--- config.mk ---
export PLATFORM = sky130hd
export DESIGN_NAME = sector_bram_writer
export DESIGN_NICKNAME = d
export VERILOG_FILES = /design/src/rtl/sector_bram_writer.sv
export SDC_FILE = /design/constraint.sdc
export NUM_CORES = 1
export LEC_CHECK = 0
export BUFFER_PORTS_ARGS = -buffer_cell sky130_fd_sc_hd__buf_2
export CORE_MARGIN = 3
export CORE_UTILIZATION = 30
export CTS_CLUSTER_SIZE = 16
export DETAILED_ROUTE_END_ITERATION = 6
export PLACE_DENSITY = 0.54
export SKIP_CTS_REPAIR_TIMING = 1
export SKIP_LAST_GASP = 1
export SYNTH_ARGS = -nofsm -noshare
export SYNTH_HDL_FRONTEND = slang
export SYNTH_SLANG_ARGS = --single-unit
--- constraint.sdc ---
create_clock -name clk -period 2.8 [get_ports clk]
set_input_delay 0.14 -clock clk [delete_from_list [all_inputs] [get_ports clk]]
set_output_delay 0.14 -clock clk [all_outputs]
set_load 0.05 [all_outputs]
--- src/rtl/sector_bram_writer.sv ---
// Captures one sector of bytes from a valid/ready stream into BRAM, one byte per cycle, registered write port.
// Optional XOR checksum of captured bytes is enabled with the SECTOR_CHECKSUM_EN macro.
module sector_bram_writer #(
  parameter int SECTOR_BYTES = 512,
  parameter int ADDR_W       = 9
) (
  input  logic              clk,
  input  logic              reset,
  input  logic              start,
  input  logic              abort,
  input  logic [ADDR_W-1:0] base_addr,
  input  logic [7:0]        in_data,
  input  logic              in_valid,
  output logic              in_ready,
  output logic              bram_we,
  output logic [ADDR_W-1:0] bram_addr,
  output logic [7:0]        bram_din,
  output logic              busy,
  output logic              done,
  output logic [ADDR_W:0]   byte_count,
  output logic [7:0]        checksum
);

  typedef enum logic [1:0] {
    IDLE  = 2'd0,
    WRITE = 2'd1,
    DONE  = 2'd2
  } state_t;

  localparam logic [ADDR_W:0] LAST_COUNT = (ADDR_W+1)'(SECTOR_BYTES);

  state_t            state_q, state_d;
  logic [ADDR_W-1:0] ptr_q, ptr_d;
  logic [ADDR_W:0]   count_q, count_d;
  logic              we_q, we_d;
  logic [ADDR_W-1:0] addr_q, addr_d;
  logic [7:0]        din_q, din_d;
  logic              done_q, done_d;
  logic              hs;
  logic              start_acc;
  logic [ADDR_W:0]   count_inc;

  // abort gates ready combinationally so a byte offered alongside abort is never taken
  assign in_ready  = (state_q == WRITE) && !abort;
  assign hs        = in_valid && in_ready;
  assign start_acc = (state_q == IDLE) && start;
  assign count_inc = count_q + (ADDR_W+1)'(1);

  always_comb begin
    state_d = state_q;
    ptr_d   = ptr_q;
    count_d = count_q;
    we_d    = 1'b0;
    addr_d  = addr_q;
    din_d   = din_q;
    done_d  = 1'b0;
    case (state_q)
      IDLE: begin
        if (start) begin
          state_d = WRITE;
          ptr_d   = base_addr;
          count_d = '0;
        end
      end
      WRITE: begin
        if (abort) begin
          state_d = IDLE;
        end else if (hs) begin
          we_d    = 1'b1;
          addr_d  = ptr_q;
          din_d   = in_data;
          ptr_d   = ptr_q + ADDR_W'(1);
          count_d = count_inc;
          if (count_inc == LAST_COUNT) begin
            state_d = DONE;
            done_d  = 1'b1;
          end
        end
      end
      DONE:    state_d = IDLE;
      default: state_d = IDLE;
    endcase
  end

  always_ff @(posedge clk or negedge reset) begin
    if (!reset) begin
      state_q <= IDLE;
      ptr_q   <= '0;
      count_q <= '0;
      we_q    <= 1'b0;
      addr_q  <= '0;
      din_q   <= '0;
      done_q  <= 1'b0;
    end else begin
      state_q <= state_d;
      ptr_q   <= ptr_d;
      count_q <= count_d;
      we_q    <= we_d;
      addr_q  <= addr_d;
      din_q   <= din_d;
      done_q  <= done_d;
    end
  end

`ifdef SECTOR_CHECKSUM_EN
  logic [7:0] checksum_q, checksum_d;

  always_comb begin
    checksum_d = checksum_q;
    if (start_acc) begin
      checksum_d = '0;
    end else if (hs) begin
      checksum_d = checksum_q ^ in_data;
    end
  end

  always_ff @(posedge clk or negedge reset) begin
    if (!reset) begin
      checksum_q <= '0;
    end else begin
      checksum_q <= checksum_d;
    end
  end

  assign checksum = checksum_q;
`else
  logic unused_start_acc;
  assign unused_start_acc = start_acc;
  assign checksum         = 8'h00;
`endif

  assign bram_we    = we_q;
  assign bram_addr  = addr_q;
  assign bram_din   = din_q;
  assign busy       = (state_q != IDLE);
  assign done       = done_q;
  assign byte_count = count_q;

endmodule
==> flow_summary.yaml, run 1 <==
finish:
  drive_gt1_share_pct: 25.4
  diodes: 0
  finalNonFillerCells: 356
  fin_nets: 303
  syn2layout_area_growth_pct: 15.9
route:
  drcViolationCount: 0
  top_layer_used: "met4"
  wl_per_cell_um: 13.9
  dr.pass1.iters: 4
  drtIter0Drc: 115
  routedLengthMet1_um: 2360
  ant_nets: 0
  drt_wl_total_um: 4960
  wl_met2_um: 2280
  vias: 1768
  vias_per_cell: 4.97
  met3WireLength_um: 266
flow_run:
  max-cap-violations: 0
sta:
  worstMarginPinSlew_ns: 0.919
  timing.fmax_mhz: 514
  period_minus_slack_ns: 1.94
  slew_headroom_pct: 38.6
  rsz0062_at_grt: "no"
  fin_crit_sh_pct: 69.5
  hold_violations: 40
  finalClockSkew_ns: 0.00787
  drv_slew: 0
  setup-tns-final_ns: 0
  finalSetupViolations: 0
  hold_ws_ns: -0.0249
placement:
  routabilityCongestion: 0.797
  placedCellCount: 349
  io_buffers: 52
  place_hpwl_um: 3430
power:
  leakage_uw: 0.00120
  powerDensity_nw_per_um2: 834
  peakVddDrop_mv: 0.366
setup_path:
  required_ns: 2.95
  timing.rr.start: "state_q[1]"
  reg2reg_depth: 5
  path_max_fanout: 13
  rrSetupSlack_ns: 0.86
  critical_path_class: "reg2reg"
  crit_path_end_kind: "register"
  cp-start-kind: "register"
  r2r-end: "ptr_q[8]"
  arrival_ns: 2.09
status:
  failed_checks: "negative hold slack"
  status: "finished, violations left"
grt:
  grt_overflow_total: 0
  grt_pass1_vias: 1672
  antenna_found_initial: 0
  grt_max_degree: 41
  grt_pass1_wl_um: 8340
  grtUsageTotal_pct: 13.6
logic_synthesis:
  synth_cells: 234
  synth_edf_count: 0
  ys_seq_area_share_pct: 48.8
  ys_warn_count: 0
  syn-mean-instance-area_um2: 8.76
  netlist_top_cells_count: "nand2_1 (72), dfrtp_1 (40), o21ai_0 (21), a21oi_1 (13), buf_4 (10)"
  synth_flop_cell: "dfrtp_1"
  synthDistinctLibCells: 44
  synthTopCellsByArea: "dfrtp_1 (49%), nand2_1 (13%), o21ai_0 (5.1%)"
  yosysTopAreaCell: "dfrtp_1"
  async_flop_share_pct: 100
  synth.top_cell.area_share_pct: 48.8
  synth.most_common_cell: "nand2_1"
  ys_ff_latch: 40
  netlist_area_um2: 2050
die:
  start_util_pct: 31.6
  io_pins: 61
  rows: 29
  core_area_um2: 6490
  die_area_um2: 7860
  fp.dieH_um: 88.7
  die_w_um: 88.7
clock_tree:
  cts-root-buf: "clkbuf_8"
  cts_buffers: 5
  cts_tree: "built"
  clockBufferDepth: 2
  clock_latency_ns: 0.29
  cts_num_sinks: 40
  path_clk_slew_ns: 0.08
  h-tree-depth: 2
worst_hold_path:
  hold_path_class: "in2async"
-- registers in the layout (all words and copies together) (netlist names) --
register    cells
byte_count     10
bram_addr       9
ptr_q           9
bram_din        8
state_q         2
bram_we         1
done            1
-- per-layer routing --
metal,global-route usage [%],up-vias
met5,0,-
met4,4.12,0
met3,3.45,4
met2,21.4,42
met1,18.4,842
li1,-,880
-- cells by family after synthesis --
family | count (synthesis) | share of synthesized area, %
xor+xnor | 1 | 0.427
other cells | 1 | 0.183
simple gates | 108 | 24.3
fa+ha+maj | 2 | 1.22
compound gates | 56 | 17.2
flops | 40 | 48.8
buf+inv | 26 | 7.81
-- metrics by stage --
stage                     power (µW)  cell area [µm²]  hold WS, ns  utilization [%]  worst slack (ns)
after global routing            2130             2380       0.0242             36.6             0.552
after detailed placement        1640             2300        0.335             35.4             0.800
after floorplan                 1440             2080       -0.156                -             0.850
after CTS                       2010             2380       0.0234             36.6             0.786
after global placement          1630             2300        0.330             35.4             0.881
final                           1980             2380      -0.0249             36.6             0.855
-- worst max-delay path by stage --
stage                              from            end  slack, ns  depth (start not counted)
after global routing         state_q[1]       ptr_q[8]       0.55                          5
after floorplan           byte_count[0]     state_q[0]       0.85                          5
after global placement       state_q[1]  byte_count[7]       0.88                          5
after detailed placement     state_q[1]  byte_count[7]       0.80                          5
after CTS                    state_q[1]  byte_count[7]       0.79                          5
final                        state_q[1]       ptr_q[8]       0.86                          5
-- cells in the final DEF (no fill, tap or decap), types with 4 or more instances in the layout --
cell | netlist | final
clkbuf_8 | 0 | 5
a21oi_1 | 13 | 13
dfrtp_1 | 40 | 40
o22ai_1 | 5 | 5
nand2_1 | 72 | 72
o21ai_0 | 21 | 21
nand3_1 | 4 | 4
nor2_1 | 7 | 7
a31oi_1 | 5 | 5
nand4_1 | 5 | 5
buf_2 | 2 | 52
conb_1 | 1 | 8
-- report_power, final --
part	switching (µW)	internal (µW)	total, µW
logic	578	192	770
registers	128	722	850
clock network	193	170	363
-- layout make-up --
cell class | instances | area [µm²]
inverters | 3 | 11.3
clock inverters | 1 | 5.00
fillers | 686 | 4120
repair buffers | 54 | 275
clock buffers | 6 | 72.6
well taps | 77 | 96.3
flip-flops and latches | 40 | 1000
multi-input cells | 175 | 916
-- critical path, stage by stage, from the launching register on --
cell	delay (ns)
dfrtp_1	0.40
nand4bb_1	0.45
inv_2	0.07
nor2_1	0.64
a21oi_1	0.08
a2bb2oi_1	0.17
No activity file was read; power rests on OpenSTA's default activity.
==> inputs of run 2 (changes only) <==
--- a/config.mk
+++ b/config.mk
@@ -10,7 +10,7 @@
 export CORE_UTILIZATION = 30
 export CTS_CLUSTER_SIZE = 16
 export DETAILED_ROUTE_END_ITERATION = 6
-export PLACE_DENSITY = 0.54
+export PLACE_DENSITY = 0.56
 export SKIP_CTS_REPAIR_TIMING = 1
 export SKIP_LAST_GASP = 1
 export SYNTH_ARGS = -nofsm -noshare
==> constraint.sdc (replaced) <==
create_clock -name clk -period 1.6 [get_ports clk]
set_input_delay 0.08 -clock clk [delete_from_list [all_inputs] [get_ports clk]]
set_output_delay 0.08 -clock clk [all_outputs]
set_load 0.05 [all_outputs]
==> flow_summary.yaml, run 2 (synthesis results as in run 1) <==
die:
  start_util_pct: 31.6
  rows: 29
  core_area_um2: 6490
  die_w_um: 88.7
  fp.dieH_um: 88.7
  die_area_um2: 7860
  io_pins: 61
setup_path:
  path_max_fanout: 5
  crit_path_end_kind: "register"
  r2r-end: "state_q[0]"
  critical_path_class: "reg2reg"
  arrival_ns: 1.80
  reg2reg_depth: 5
  required_ns: 1.78
  cp-start-kind: "register"
  rrSetupSlack_ns: -0.02
  timing.rr.start: "byte_count[1]"
clock_tree:
  cts_num_sinks: 40
  h-tree-depth: 2
  clockBufferDepth: 2
  path_clk_slew_ns: 0.08
  cts-root-buf: "clkbuf_8"
  cts_buffers: 5
  clock_latency_ns: 0.30
  cts_tree: "built"
worst_hold_path:
  holdPathEnd: "bram_din[5]"
  holdCritStartpoint: "in_data[5]"
  hold_depth: 3
  hold_path_class: "in2reg"
sta:
  drv_slew: 0
  timing.fmax_mhz: 618
  fin_crit_sh_pct: 101
  hold_violations: 1
  hold_ws_ns: -0.0211
  period_minus_slack_ns: 1.62
  rsz0062_at_grt: "yes"
  finalSetupViolations: 1
  slew_headroom_pct: 65.4
  layout_setup_ws_ns: -0.0188
  finalClockSkew_ns: 0.00871
  worstMarginPinSlew_ns: 0.518
finish:
  final_cell_mix: "nand2_1 (72), buf_2 (51), dfrtp_1 (32)"
  drive_gt1_share_pct: 34.1
  finalNonFillerCells: 382
  largest_register_ffs: 10
  syn2layout_area_growth_pct: 31.7
  layout_commonest_cell: "nand2_1"
  diodes: 0
  utilization_pct: 41.6
  fin_nets: 328
  fill_cells: 646
placement:
  place_hpwl_um: 3620
  dp_slack_ns: -0.0432
  routabilityCongestion: 0.801
  io_buffers: 52
  placedCellCount: 360
route:
  drcViolationCount: 0
  vias: 1857
  vias_per_cell: 4.86
  dr.pass1.iters: 4
  drtIter0Drc: 69
  ant_nets: 0
  drt_wl_total_um: 5290
  wl_per_cell_um: 13.8
grt:
  antenna_found_initial: 0
  grtUsageTotal_pct: 13.6
  grt_overflow_total: 0
  grt_pass1_wl_um: 8220
  grt_max_degree: 31
  grt_pass1_vias: 1667
power:
  powerDensity_nw_per_um2: 1400
  peakVddDrop_mv: 0.646
  power_uw: 3780
  leakage_uw: 0.00133
status:
  status: "finished, violations left"
  failed_checks: "negative hold slack, negative setup slack"
flow_run:
  max-cap-violations: 0
[run 2: cell type report]
| type | instances | area, µm² | area share (%) |
|---|---|---|---|
| timing repair buffer | 79 | 505 | 18.7 |
| tap | 77 | 96.3 | 3.57 |
| inverter | 3 | 11.3 | 0.417 |
| sequential | 40 | 1010 | 37.4 |
| multi-input combinational | 175 | 970 | 35.9 |
| clock inverter | 2 | 35.0 | 1.30 |
| clock buffer | 6 | 72.6 | 2.69 |
[run 2: worst max-delay path, stage by stage, from the launching register on]
cell and delay [ns]:
dfrtp_2 0.44, buf_6 0.13, and3_4 0.16, a311oi_2 0.30, o211ai_2 0.14, o32a_1 0.34
[run 2: through the flow]
step                      cell area (µm²)  TNS, ns
after CTS                            2530   -0.792
final                                2700  -0.0188
after floorplan                      2120  -0.0955
after global placement               2430  -0.0859
after global routing                 2700   -0.379
after detailed placement             2430   -0.310
[run 2: power by group]
| group | total (µW) | internal [µW] | switching, µW |
|---|---|---|---|
| Sequential | 1460 | 1260 | 199 |
| Combinational | 1490 | 424 | 1060 |
| Clock | 826 | 463 | 362 |
| Total | 3780 | 2150 | 1620 |
[run 2: how the worst max path moves through the flow]
stage / slack (ns) / end / depth (start not counted) / startpoint
after CTS: -0.08 / done / 5 / byte_count[1]
after detailed placement: -0.04 / done / 5 / byte_count[1]
after global routing: -0.09 / state_q[1] / 5 / byte_count[1]
final: -0.02 / state_q[0] / 5 / byte_count[1]
after global placement: -0.09 / done / 5 / byte_count[1]
after floorplan: -0.08 / state_q[0] / 6 / byte_count[4]
[run 2: layer usage]
layer	vias to the layer above	track usage, %	part of all wire, %
li1	930	-	-
met1	874	18.3	46
met2	48	21.2	48
met3	5	2.70	5.1
met4	0	5.63	1.4
met5	-	0	0
